[src/rtl/mips_div_pkg.sv]
// Shared types and sizing for the EX-stage radix-2 restoring divider.
package mips_div_pkg;

  localparam int DIV_WIDTH = 32;
  localparam int DIV_CNT_W = $clog2(DIV_WIDTH);

  typedef enum logic [1:0] {
    IDLE,
    CALC,
    DONE
  } div_state_t;

endpackage

[src/rtl/div_step.sv]
// One combinational restoring-division step: shift in the next dividend bit,
// try to subtract the divisor magnitude, keep the result if it did not borrow.
module div_step
  import mips_div_pkg::*;
#(
  parameter int WIDTH = DIV_WIDTH
) (
  input  logic [WIDTH-1:0] remIn,
  input  logic             nextBit,
  input  logic [WIDTH-1:0] divisorMag,
  output logic [WIDTH-1:0] remOut,
  output logic             qBit
);

  logic [WIDTH:0] shifted;
  logic [WIDTH:0] trial;

  // The trial is only WIDTH+1 bits, so its sign bit is meaningful only while the
  // shifted remainder is below 2^WIDTH; once remIn's MSB is set the shifted value
  // already exceeds any divisor and the subtraction must succeed.
  always_comb begin
    shifted = {remIn, nextBit};
    trial   = shifted - {1'b0, divisorMag};
    qBit    = remIn[WIDTH-1] | ~trial[WIDTH];
    remOut  = qBit ? trial[WIDTH-1:0] : shifted[WIDTH-1:0];
  end

endmodule

[src/rtl/div_unit.sv]
// Multi-cycle signed/unsigned integer divider for the EX stage (quotient -> LO,
// remainder -> HI). Define DIV_EARLY_OUT_EN to skip CALC for trivial operands.
module div_unit
  import mips_div_pkg::*;
#(
  parameter int WIDTH = DIV_WIDTH
) (
  input  logic             clk,
  input  logic             rst,
  input  logic             start,
  input  logic             signed_div,
  input  logic             cancel,
  input  logic [WIDTH-1:0] dividend,
  input  logic [WIDTH-1:0] divisor,
  output logic             stall_div,
  output logic             done,
  output logic [WIDTH-1:0] quotient,
  output logic [WIDTH-1:0] remainder
);

  localparam int CW = $clog2(WIDTH);
  localparam logic [CW-1:0] LAST_STEP = CW'(WIDTH - 1);

  div_state_t state;
  logic [CW-1:0] counter;
  logic [WIDTH-1:0] partRem;
  logic [WIDTH-1:0] workQ;
  logic [WIDTH-1:0] divisorMag;
  logic signQ;
  logic signR;

  logic dividendNeg;
  logic divisorNeg;
  logic [WIDTH-1:0] dividendAbs;
  logic [WIDTH-1:0] divisorAbs;
  logic [WIDTH-1:0] stepRem;
  logic stepQ;
  logic [WIDTH-1:0] finalQ;

  // workQ starts as |dividend| and fills with quotient bits from the right as the
  // dividend bits are shifted out of its top.
  always_comb begin
    dividendNeg = signed_div & dividend[WIDTH-1];
    divisorNeg  = signed_div & divisor[WIDTH-1];
    dividendAbs = dividendNeg ? -dividend : dividend;
    divisorAbs  = divisorNeg ? -divisor : divisor;
    finalQ      = {workQ[WIDTH-2:0], stepQ};
  end

  div_step #(
    .WIDTH(WIDTH)
  ) u_step (
    .remIn(partRem),
    .nextBit(workQ[WIDTH-1]),
    .divisorMag(divisorMag),
    .remOut(stepRem),
    .qBit(stepQ)
  );

`ifdef DIV_EARLY_OUT_EN
  logic earlyOut;
  logic [WIDTH-1:0] earlyQ;

  always_comb begin
    earlyOut = (divisorAbs == '0) || (dividendAbs < divisorAbs);
    earlyQ   = (divisorAbs == '0) ? '1 : '0;
    if (dividendNeg ^ divisorNeg) earlyQ = -earlyQ;
  end
`endif

  assign stall_div = ((state == IDLE) && start && !cancel) || (state == CALC);

  // Cancel wins in every state and leaves the last results untouched.
  always_ff @(posedge clk or negedge rst) begin
    if (!rst) begin
      state      <= IDLE;
      counter    <= '0;
      partRem    <= '0;
      workQ      <= '0;
      divisorMag <= '0;
      signQ      <= 1'b0;
      signR      <= 1'b0;
      quotient   <= '0;
      remainder  <= '0;
      done       <= 1'b0;
    end else begin
      done <= 1'b0;
      if (cancel) begin
        state <= IDLE;
      end else begin
        case (state)
          IDLE: begin
            if (start) begin
              partRem    <= '0;
              workQ      <= dividendAbs;
              divisorMag <= divisorAbs;
              signQ      <= dividendNeg ^ divisorNeg;
              signR      <= dividendNeg;
              counter    <= '0;
`ifdef DIV_EARLY_OUT_EN
              if (earlyOut) begin
                quotient  <= earlyQ;
                remainder <= dividend;
                done      <= 1'b1;
                state     <= DONE;
              end else begin
                state <= CALC;
              end
`else
              state <= CALC;
`endif
            end
          end
          CALC: begin
            partRem <= stepRem;
            workQ   <= finalQ;
            counter <= counter + 1'b1;
            if (counter == LAST_STEP) begin
              quotient  <= signQ ? -finalQ : finalQ;
              remainder <= signR ? -stepRem : stepRem;
              done      <= 1'b1;
              state     <= DONE;
            end
          end
          DONE: begin
            state <= IDLE;
          end
          default: begin
            state <= IDLE;
          end
        endcase
      end
    end
  end

endmodule

[config.mk]
export PLATFORM = sky130hd
export DESIGN_NAME = div_unit
export DESIGN_NICKNAME = d
export VERILOG_FILES = /design/src/rtl/mips_div_pkg.sv /design/src/rtl/div_step.sv /design/src/rtl/div_unit.sv
export SDC_FILE = /design/constraint.sdc
export NUM_CORES = 1
export LEC_CHECK = 0
export ABC_AREA = 1
export BUFFER_PORTS_ARGS = -buffer_cell sky130_fd_sc_hd__clkbuf_2
export CORE_MARGIN = 2
export CORE_UTILIZATION = 55
export DETAILED_ROUTE_END_ITERATION = 8
export GPL_TIMING_DRIVEN = 1
export PLACE_DENSITY = 0.75
export REMOVE_ABC_BUFFERS = 1
export SYNTH_ARGS = -nofsm -noshare
export SYNTH_HDL_FRONTEND = slang
export SYNTH_HIERARCHICAL = 1
export SYNTH_SLANG_ARGS = --single-unit
[constraint.sdc]
create_clock -name clk -period 7.5 [get_ports clk]
set_input_delay 0.375 -clock clk [delete_from_list [all_inputs] [get_ports clk]]
set_output_delay 0.375 -clock clk [all_outputs]
set_load 0.1 [all_outputs]
==> out/metrics.csv, run 1 <==
stage,metric,value,unit
global_routing,global-route wire length before repair,65300,µm
clock_tree,"Clk Latency, worst-skew pair",0.45,ns
clock_tree,CTS sink count,170,
detailed_routing,Antenna Nets Post-Route,0,
global_routing,initial antenna violation count,7,
detailed_routing,TritonRoute pass-1 iters,6,
global_routing,GRT Residual Overflow,0,
layout,"commonest non-fill, non-tap cell in the layout",nand2_1,
detailed_routing,via count,13800,
setup_path,CP Data Required Time,7.88,ns
sta,Least-Margin Pin Slew,1.10,ns
layout,share of layout cells above drive strength 1,0.0895,
hold_path,worst min path class,input pin to asynchronous set/reset pin,
setup_path,crit path cell chain,"inv_1, ha_1, fa_1, inv_1, nand2_1, nand2_1, nand3_1, nand2_1, nand2_1, nand2_1, nand2_1, nand3_4, o21ai_0, inv_1, ha_1, nand3_1, nor2_1, nand3_1, nand2_1, nand3_1, nand2_1, nand3_1, nand2_1",
sta,Worst Skew,0.0163,ns
logic_synthesis,post-synth top area share,0.324,
clock_tree,clk buf depth,2,
logic_synthesis,"Avg Cell Area, Syn",6.19,µm²
clock_tree,CTS root buf,clkbuf_16,
layout,Final Net Count,2329,
power,Pwr Total,5.48,mW
clock_tree,number of CTS-inserted buffers,17,
run,Max-Cap Viols,0,
floorplan,num ports,135,
power,Max VDD drop,0.170,mV
setup_path,Crit. End Element,register,
clock_tree,TritonCTS clock tree,done,
setup_path,"most used cell, CP",nand2_1,
clock_tree,clock transition at the registers of the reported paths,0.08,ns
clock_tree,hold buffers post-CTS,0,
sta,max-slew violation count,0,
setup_path,CP arrival,4.55,ns
logic_synthesis,top area cells in the synthesized netlist,"dfrtp_1 (32%), nand2_1 (21%), nand3_1 (8.9%)",
logic_synthesis,Seq cells post-synth,170,
global_routing,Total Routing Usage GR,0.337,
floorplan,standard-cell rows,56,
sta,RSZ-0062 raised after global routing,false,
sta,min cycle time layout,4.16,ns
floorplan,core area,0.0235,mm²
layout,growth of design area from synthesis to finish,11.1,%
place,Placer Congestion,0.907,
sta,Final Setup Violations,0,
logic_synthesis,library cells used by synthesis,39,
place,IO buf count,134,
sta,setup TNS,0,ns
floorplan,die height,158,µm
global_routing,largest net degree at the start of global routing,97,
layout,"commonest cells after routing, fill and taps aside","nand2_1 (750), inv_1 (307), nand3_1 (234)",
logic_synthesis,Synth Instances,2121,
logic_synthesis,cell taking the most area after synthesis,dfrtp_1,
place,hpwl dp,31800,µm
power,total power per unit cell area,376,mW/mm²
detailed_routing,1st-iter DRT viols,1270,
detailed_routing,Detailed Route WL,41500,µm
floorplan,Die Wd,158,µm
setup_path,CP max stage delay,0.43,ns
setup_path,Worst R2R Setup Slack,3.34,ns
clock_tree,post-CTS setup buffers,0,
power,Static Leak,8.11,nW
logic_synthesis,Ys Warns,6,
sta,fin crit share,0.555,
detailed_routing,Avg Vias per Cell,5.40,
sta,final hold vios,0,
status,outcome,"complete, no violations",
detailed_routing,drt drc,0,
setup_path,Setup crit start,workQ[31],
logic_synthesis,post-synthesis sequential area ratio,0.324,
clock_tree,Post-CTS Resized,0,
floorplan,die area,0.0251,mm²
global_routing,vias in the first global route,12800,
setup_path,critical path class,register to register,
clock_tree,H-tree depth,4,
setup_path,Critical-path top delay cell,nor2_1,
sta,fmax,240,MHz
setup_path,crit start category,register,
detailed_routing,Avg WL per Cell,16.2,µm
setup_path,CP Max Fanout,46,
floorplan,Initial Util,0.559,
setup_path,R2R Path Start,workQ[31],
sta,Slew HR,0.269,
logic_synthesis,mapped cell area,0.0131,mm²
metal layers:
layer / GRT usage / vias to the layer above / routed length [µm]
met2: 0.581 / 509 / 19800
met5: 0 / - / 59
met1: 0.430 / 6287 / 17700
met4: 0.126 / 8 / 1340
li1: - / 6907 / -
met3: 0.0476 / 100 / 2540
registers in the layout, summed over array words and instances (netlist names):
signal and count:
signQ 1, counter 5, signR 1, quotient 32, workQ 32, state 2, divisorMag 32, done 1
remainder 32, partRem 32
critical path: cells and delay by family, from the launching register on:
| family | cells | cell delay, ns |
|---|---|---|
| compound gates | 1 | 0.17 |
| flops | 1 | 0.36 |
| buf+inv | 3 | 0.35 |
| simple gates | 16 | 2.41 |
| fa+ha+maj | 3 | 0.81 |
power by group:
part           switching (mW)  internal [mW]
combinational            2.40          0.999
clock                   0.444          0.457
sequential              0.123           1.06
total                    2.97           2.51
logic make-up after synthesis:
family                     share of synthesized area
DFF                                            0.324
and+or+nand+nor                                0.394
buffers and inverters                          0.113
adders and majority gates                     0.0377
xor gates and xnor gates                      0.0347
AOI/OAI and AO/OA                             0.0964
stage by stage:
step | setup WS (ns) | instances | cell area [µm²] | hold WS, ns | util
global placement | 3.51 | 2521 | 14000 | 0.462 | 0.596
floorplan | 3.01 | 2061 | 12800 | 0.0794 | -
finish | 3.34 | 2556 | 14600 | 0.00111 | 0.621
CTS | 3.40 | 2553 | 14600 | 0.0627 | 0.621
global route | 2.91 | 2553 | 14600 | 0.0944 | 0.621
detailed placement | 3.44 | 2521 | 14000 | 0.465 | 0.596
final timing paths:
check | endpoint | cells after the start
max | remainder[26] | 23
min | quotient[3] | 1
max reg2reg | remainder[26] | 23
min reg2reg | remainder[31] | 2
max in group asynchronous | remainder[14] | 2
min in group clk | divisorMag[18] | 3
final cells by class:
type / instances / area, µm²
clock buffers: 18 / 439
diodes: 3 / 7.51
flip-flops and latches: 170 / 4250
inverters: 315 / 1180
clock inverters: 14 / 153
repair buffers: 141 / 729
fillers: 2351 / 8890
multi-input cells: 1576 / 7410
well taps: 319 / 399
synthesized netlist by cell type:
library cell	n
nand2_1	751
inv_1	307
nand3_1	234
nor2_1	176
dfrtp_1	170
o21ai_0	141
a21oi_1	67
xor2_1	46
nand4_1	40
ha_1	38
clkbuf_1	36
o21ai_1	13
buf_2	12
nor3_1	11
buf_6	7
inv_2	7
nand3b_1	7
or2_2	7
xnor2_1	6
and2_1	5
nor2_2	5
buf_1	4
o211ai_1	4
a31oi_1	3
o21bai_1	3
o31ai_1	3
a22o_1	2
and3_1	2
nand2_2	2
nor3_2	2
o221ai_1	2
a21o_1	1
a221oi_1	1
buf_4	1
clkinv_1	1
fa_1	1
nand3_4	1
o21a_1	1
o22ai_1	1
(Power assumes the default switching activity.)
==> inputs of run 2 (changes only) <==
--- a/config.mk
+++ b/config.mk
@@ -5,13 +5,13 @@
 export SDC_FILE = /design/constraint.sdc
 export NUM_CORES = 1
 export LEC_CHECK = 0
-export ABC_AREA = 1
+export ABC_AREA = 0
 export BUFFER_PORTS_ARGS = -buffer_cell sky130_fd_sc_hd__clkbuf_2
 export CORE_MARGIN = 2
 export CORE_UTILIZATION = 55
 export DETAILED_ROUTE_END_ITERATION = 8
 export GPL_TIMING_DRIVEN = 1
-export PLACE_DENSITY = 0.75
+export PLACE_DENSITY = 0.76
 export REMOVE_ABC_BUFFERS = 1
 export SYNTH_ARGS = -nofsm -noshare
 export SYNTH_HDL_FRONTEND = slang
==> constraint.sdc (replaced) <==
create_clock -name clk -period 4.2 [get_ports clk]
set_input_delay 0.21 -clock clk [delete_from_list [all_inputs] [get_ports clk]]
set_output_delay 0.21 -clock clk [all_outputs]
set_load 0.1 [all_outputs]
==> out/metrics.csv, run 2 <==
stage,metric,value,unit,change
floorplan,core area,0.0208,mm²,-11%
layout,growth of design area from synthesis to finish,22.6,%,
sta,Hold Slack,0.0700,ns,+0.0689 ns
power,Pwr Total,11.0,mW,+100%
clock_tree,clock transition at the registers of the reported paths,0.07,ns,about the same
layout,ant diodes,0,,-3
sta,RSZ-0062 raised after global routing,true,,
detailed_routing,drt drc,0,,unchanged
hold_path,WHS Endpoint,divisorMag[13],,
setup_path,critical path class,register to register,,
logic_synthesis,Post-synth top cells,"nand2_1 (176), dfrtp_1 (170), o21ai_0 (143), nor2_1 (88), xor2_1 (88)",,
sta,Worst Skew,0.0152,ns,-0.00112 ns
sta,max-slew violation count,0,,unchanged
setup_path,reg-to-reg endpoint,remainder[30],,
setup_path,CP arrival,4.43,ns,-0.12 ns
setup_path,crit start category,register,,
global_routing,global-route wire length before repair,51900,µm,-21%
clock_tree,CTS sink count,170,,unchanged
hold_path,Hold Path Stages,3,,
hold_path,worst min path class,input pin to register,,
logic_synthesis,post-synthesis sequential area ratio,0.368,,+0.0441
run,Max-Cap Viols,0,,unchanged
clock_tree,H-tree depth,4,,unchanged
detailed_routing,Detailed Route WL,32600,µm,-21%
clock_tree,number of CTS-inserted buffers,17,,unchanged
logic_synthesis,top area cells in the synthesized netlist,"dfrtp_1 (37%), xor2_1 (6.7%), o21ai_0 (6.2%)",,
logic_synthesis,most frequent cell after synthesis,nand2_1,,
logic_synthesis,Synth Instances,1360,,-36%
setup_path,Reg2Reg Depth,18,,-22%
layout,post-route cell area,0.0142,mm²,-2.8%
sta,fin crit share,0.986,,+0.431
setup_path,R2R Path Start,divisorMag[9],,
global_routing,largest net degree at the start of global routing,115,,+19%
layout,share of layout cells above drive strength 1,0.227,,+0.137
floorplan,num ports,135,,unchanged
place,hpwl dp,22700,µm,-29%
clock_tree,TritonCTS clock tree,done,,
detailed_routing,Antenna Nets Post-Route,0,,unchanged
setup_path,Worst R2R Setup Slack,0.06,ns,-3.28 ns
layout,Non-Filler Instances,1833,,-28%
power,total power per unit cell area,777,mW/mm²,+110%
setup_path,CP Max Fanout,5,,-89%
logic_synthesis,"Async S/R FF share, synth",1.00,,unchanged
floorplan,Initial Util,0.555,,-0.00430
sta,final hold vios,0,,unchanged
place,IO buf count,134,,unchanged
setup_path,CP Data Required Time,4.49,ns,-3.39 ns
logic_synthesis,cell taking the most area after synthesis,dfrtp_1,,
logic_synthesis,Ys Warns,6,,unchanged
logic_synthesis,number of synthesized flops with an enable pin,0,,unchanged
clock_tree,"Clk Latency, worst-skew pair",0.44,ns,about the same
status,outcome,"complete, no violations",,
sta,min cycle time layout,4.14,ns,-0.0237 ns
logic_synthesis,"Avg Cell Area, Syn",8.50,µm²,+37%
floorplan,Die Wd,149,µm,-6.0%
detailed_routing,via count,11100,,-20%
hold_path,start point of the worst hold path,divisor[13],,
layout,Final Net Count,1653,,-29%
floorplan,die area,0.0222,mm²,-12%
logic_synthesis,"Top FF cell, synth",dfrtp_1,,
layout,"commonest non-fill, non-tap cell in the layout",nand2_1,,
sta,Final Setup Violations,0,,unchanged
detailed_routing,Avg WL per Cell,17.8,µm,+9.7%
place,placed inst area,0.0130,mm²,-6.8%
global_routing,initial antenna violation count,0,,-7
layout,"commonest cells after routing, fill and taps aside","nand2_1 (175), dfrtp_1 (170), o21ai_0 (140)",,
power,Max VDD drop,0.708,mV,+320%
setup_path,Crit. End Element,register,,
logic_synthesis,Seq cells post-synth,170,,unchanged
detailed_routing,TritonRoute pass-1 iters,5,,-1
power,Static Leak,6.63,nW,-18%
detailed_routing,Avg Vias per Cell,6.03,,+12%
clock_tree,CTS root buf,clkbuf_16,,
logic_synthesis,mapped cell area,0.0116,mm²,-12%
detailed_routing,1st-iter DRT viols,860,,-32%
global_routing,GRT Residual Overflow,0,,unchanged
floorplan,standard-cell rows,53,,-5.4%
logic_synthesis,library cells used by synthesis,79,,+100%
global_routing,Total Routing Usage GR,0.292,,-0.0445
sta,Least-Margin Pin Slew,1.42,ns,+0.328 ns
floorplan,die height,149,µm,-6.0%
global_routing,vias in the first global route,10300,,-20%
sta,Slew HR,0.0508,,-0.218
clock_tree,clk buf depth,2,,unchanged
place,dpl cells,1783,,-29%
logic_synthesis,post-synth top area share,0.368,,+0.0441
place,Placer Congestion,0.901,,-0.63%
sta,fmax,241,MHz,+0.57%
## run 2: cell count changes in the layout (fill, tap and decap cells not counted), sizes merged, moves of 42 or more
| cell | delta |
|---|---|
| nand2 | -577 |
| inv | -255 |
| nand3 | -208 |
| buf | +102 |
| xor2 | +42 |
| nor2 | -92 |
## run 2: worst max-delay path: stages, from the launching register on
cell and delay (ns):
dfrtp_1 0.40, inv_2 0.10, ha_4 0.21, a21o_1 0.18, a221o_1 0.35, nor2_2 0.15, a211oi_2 0.10, nor3b_2 0.30
o31ai_4 0.11, buf_6 0.16, buf_12 0.13, buf_8 0.12, nor2_2 0.10, a21oi_2 0.06, or4_4 0.54, or4_4 0.52
o31ai_4 0.23, xor2_1 0.17, o21ai_1 0.07
## run 2: area by class of cell
cell class / count / area [µm²]
timing repair buffer: 245 / 1610
fill: 1654 / 6660
inverter: 63 / 236
multi-input combinational: 1048 / 7100
clock buffer: 18 / 439
tap: 275 / 344
clock inverter: 14 / 184
sequential: 170 / 4250
## run 2: worst max-delay path by stage
| stage | startpoint | endpoint | slack, ns | cells after the start |
|---|---|---|---|---|
| 4_1_cts | divisorMag[0] | remainder[29] | -0.004 | 17 |
| 6_report | divisorMag[9] | remainder[30] | 0.06 | 18 |
| 5_1_grt | divisorMag[9] | remainder[30] | -0.14 | 18 |
| 3_3_place_gp | divisorMag[0] | remainder[29] | -0.25 | 15 |
| 3_5_place_dp | divisorMag[0] | remainder[29] | -0.43 | 15 |
| 2_1_floorplan | state[0] | workQ[17] | -1.62 | 2 |
## run 2: routing by layer
| metal | up-vias | track usage | share of wire |
|---|---|---|---|
| li1 | 5260 | - | - |
| met1 | 5296 | 0.392 | 0.43 |
| met2 | 430 | 0.476 | 0.48 |
| met3 | 73 | 0.0456 | 0.063 |
| met4 | 0 | 0.115 | 0.031 |
| met5 | - | 0 | 0 |
## run 2: stage by stage
step	TNS, ns	setup slack (ns)	utilization
after CTS	-0.00443	-0.00443	0.663
final	0	0.0590	0.680
after global routing	-0.685	-0.140	0.680
after floorplan	-122.70	-1.62	-
after detailed placement	-5.67	-0.433	0.626
after global placement	-2.70	-0.253	0.626
## run 2: what timing repair did
action | CTS | global route
hold buffers | 1 | 0
hold endpoints to repair | 108 | 0
buffers inserted | 4 | 12
resized for setup | 18 | 49
endpoints found under the setup margin | 27 | 27
pin swaps | 8 | 25
cloned | 0 | 2
## run 2: power by group
part           switching (mW)  leakage, nW  internal [mW]
clock network           0.726        0.304          0.967
logic                    3.86         4.07           3.27
registers               0.299         2.26           1.88
## run 2: cell families (layout without fill, tap and decap cells)
logic type | after synthesis | count (layout) | synth area share
buf+inv | 142 | 340 | 0.0489
compound gates | 414 | 414 | 0.234
flops | 170 | 170 | 0.368
simple gates | 447 | 447 | 0.190
xor+xnor | 127 | 127 | 0.0963
fa+ha+maj | 39 | 39 | 0.0429
mux | 21 | 21 | 0.0205
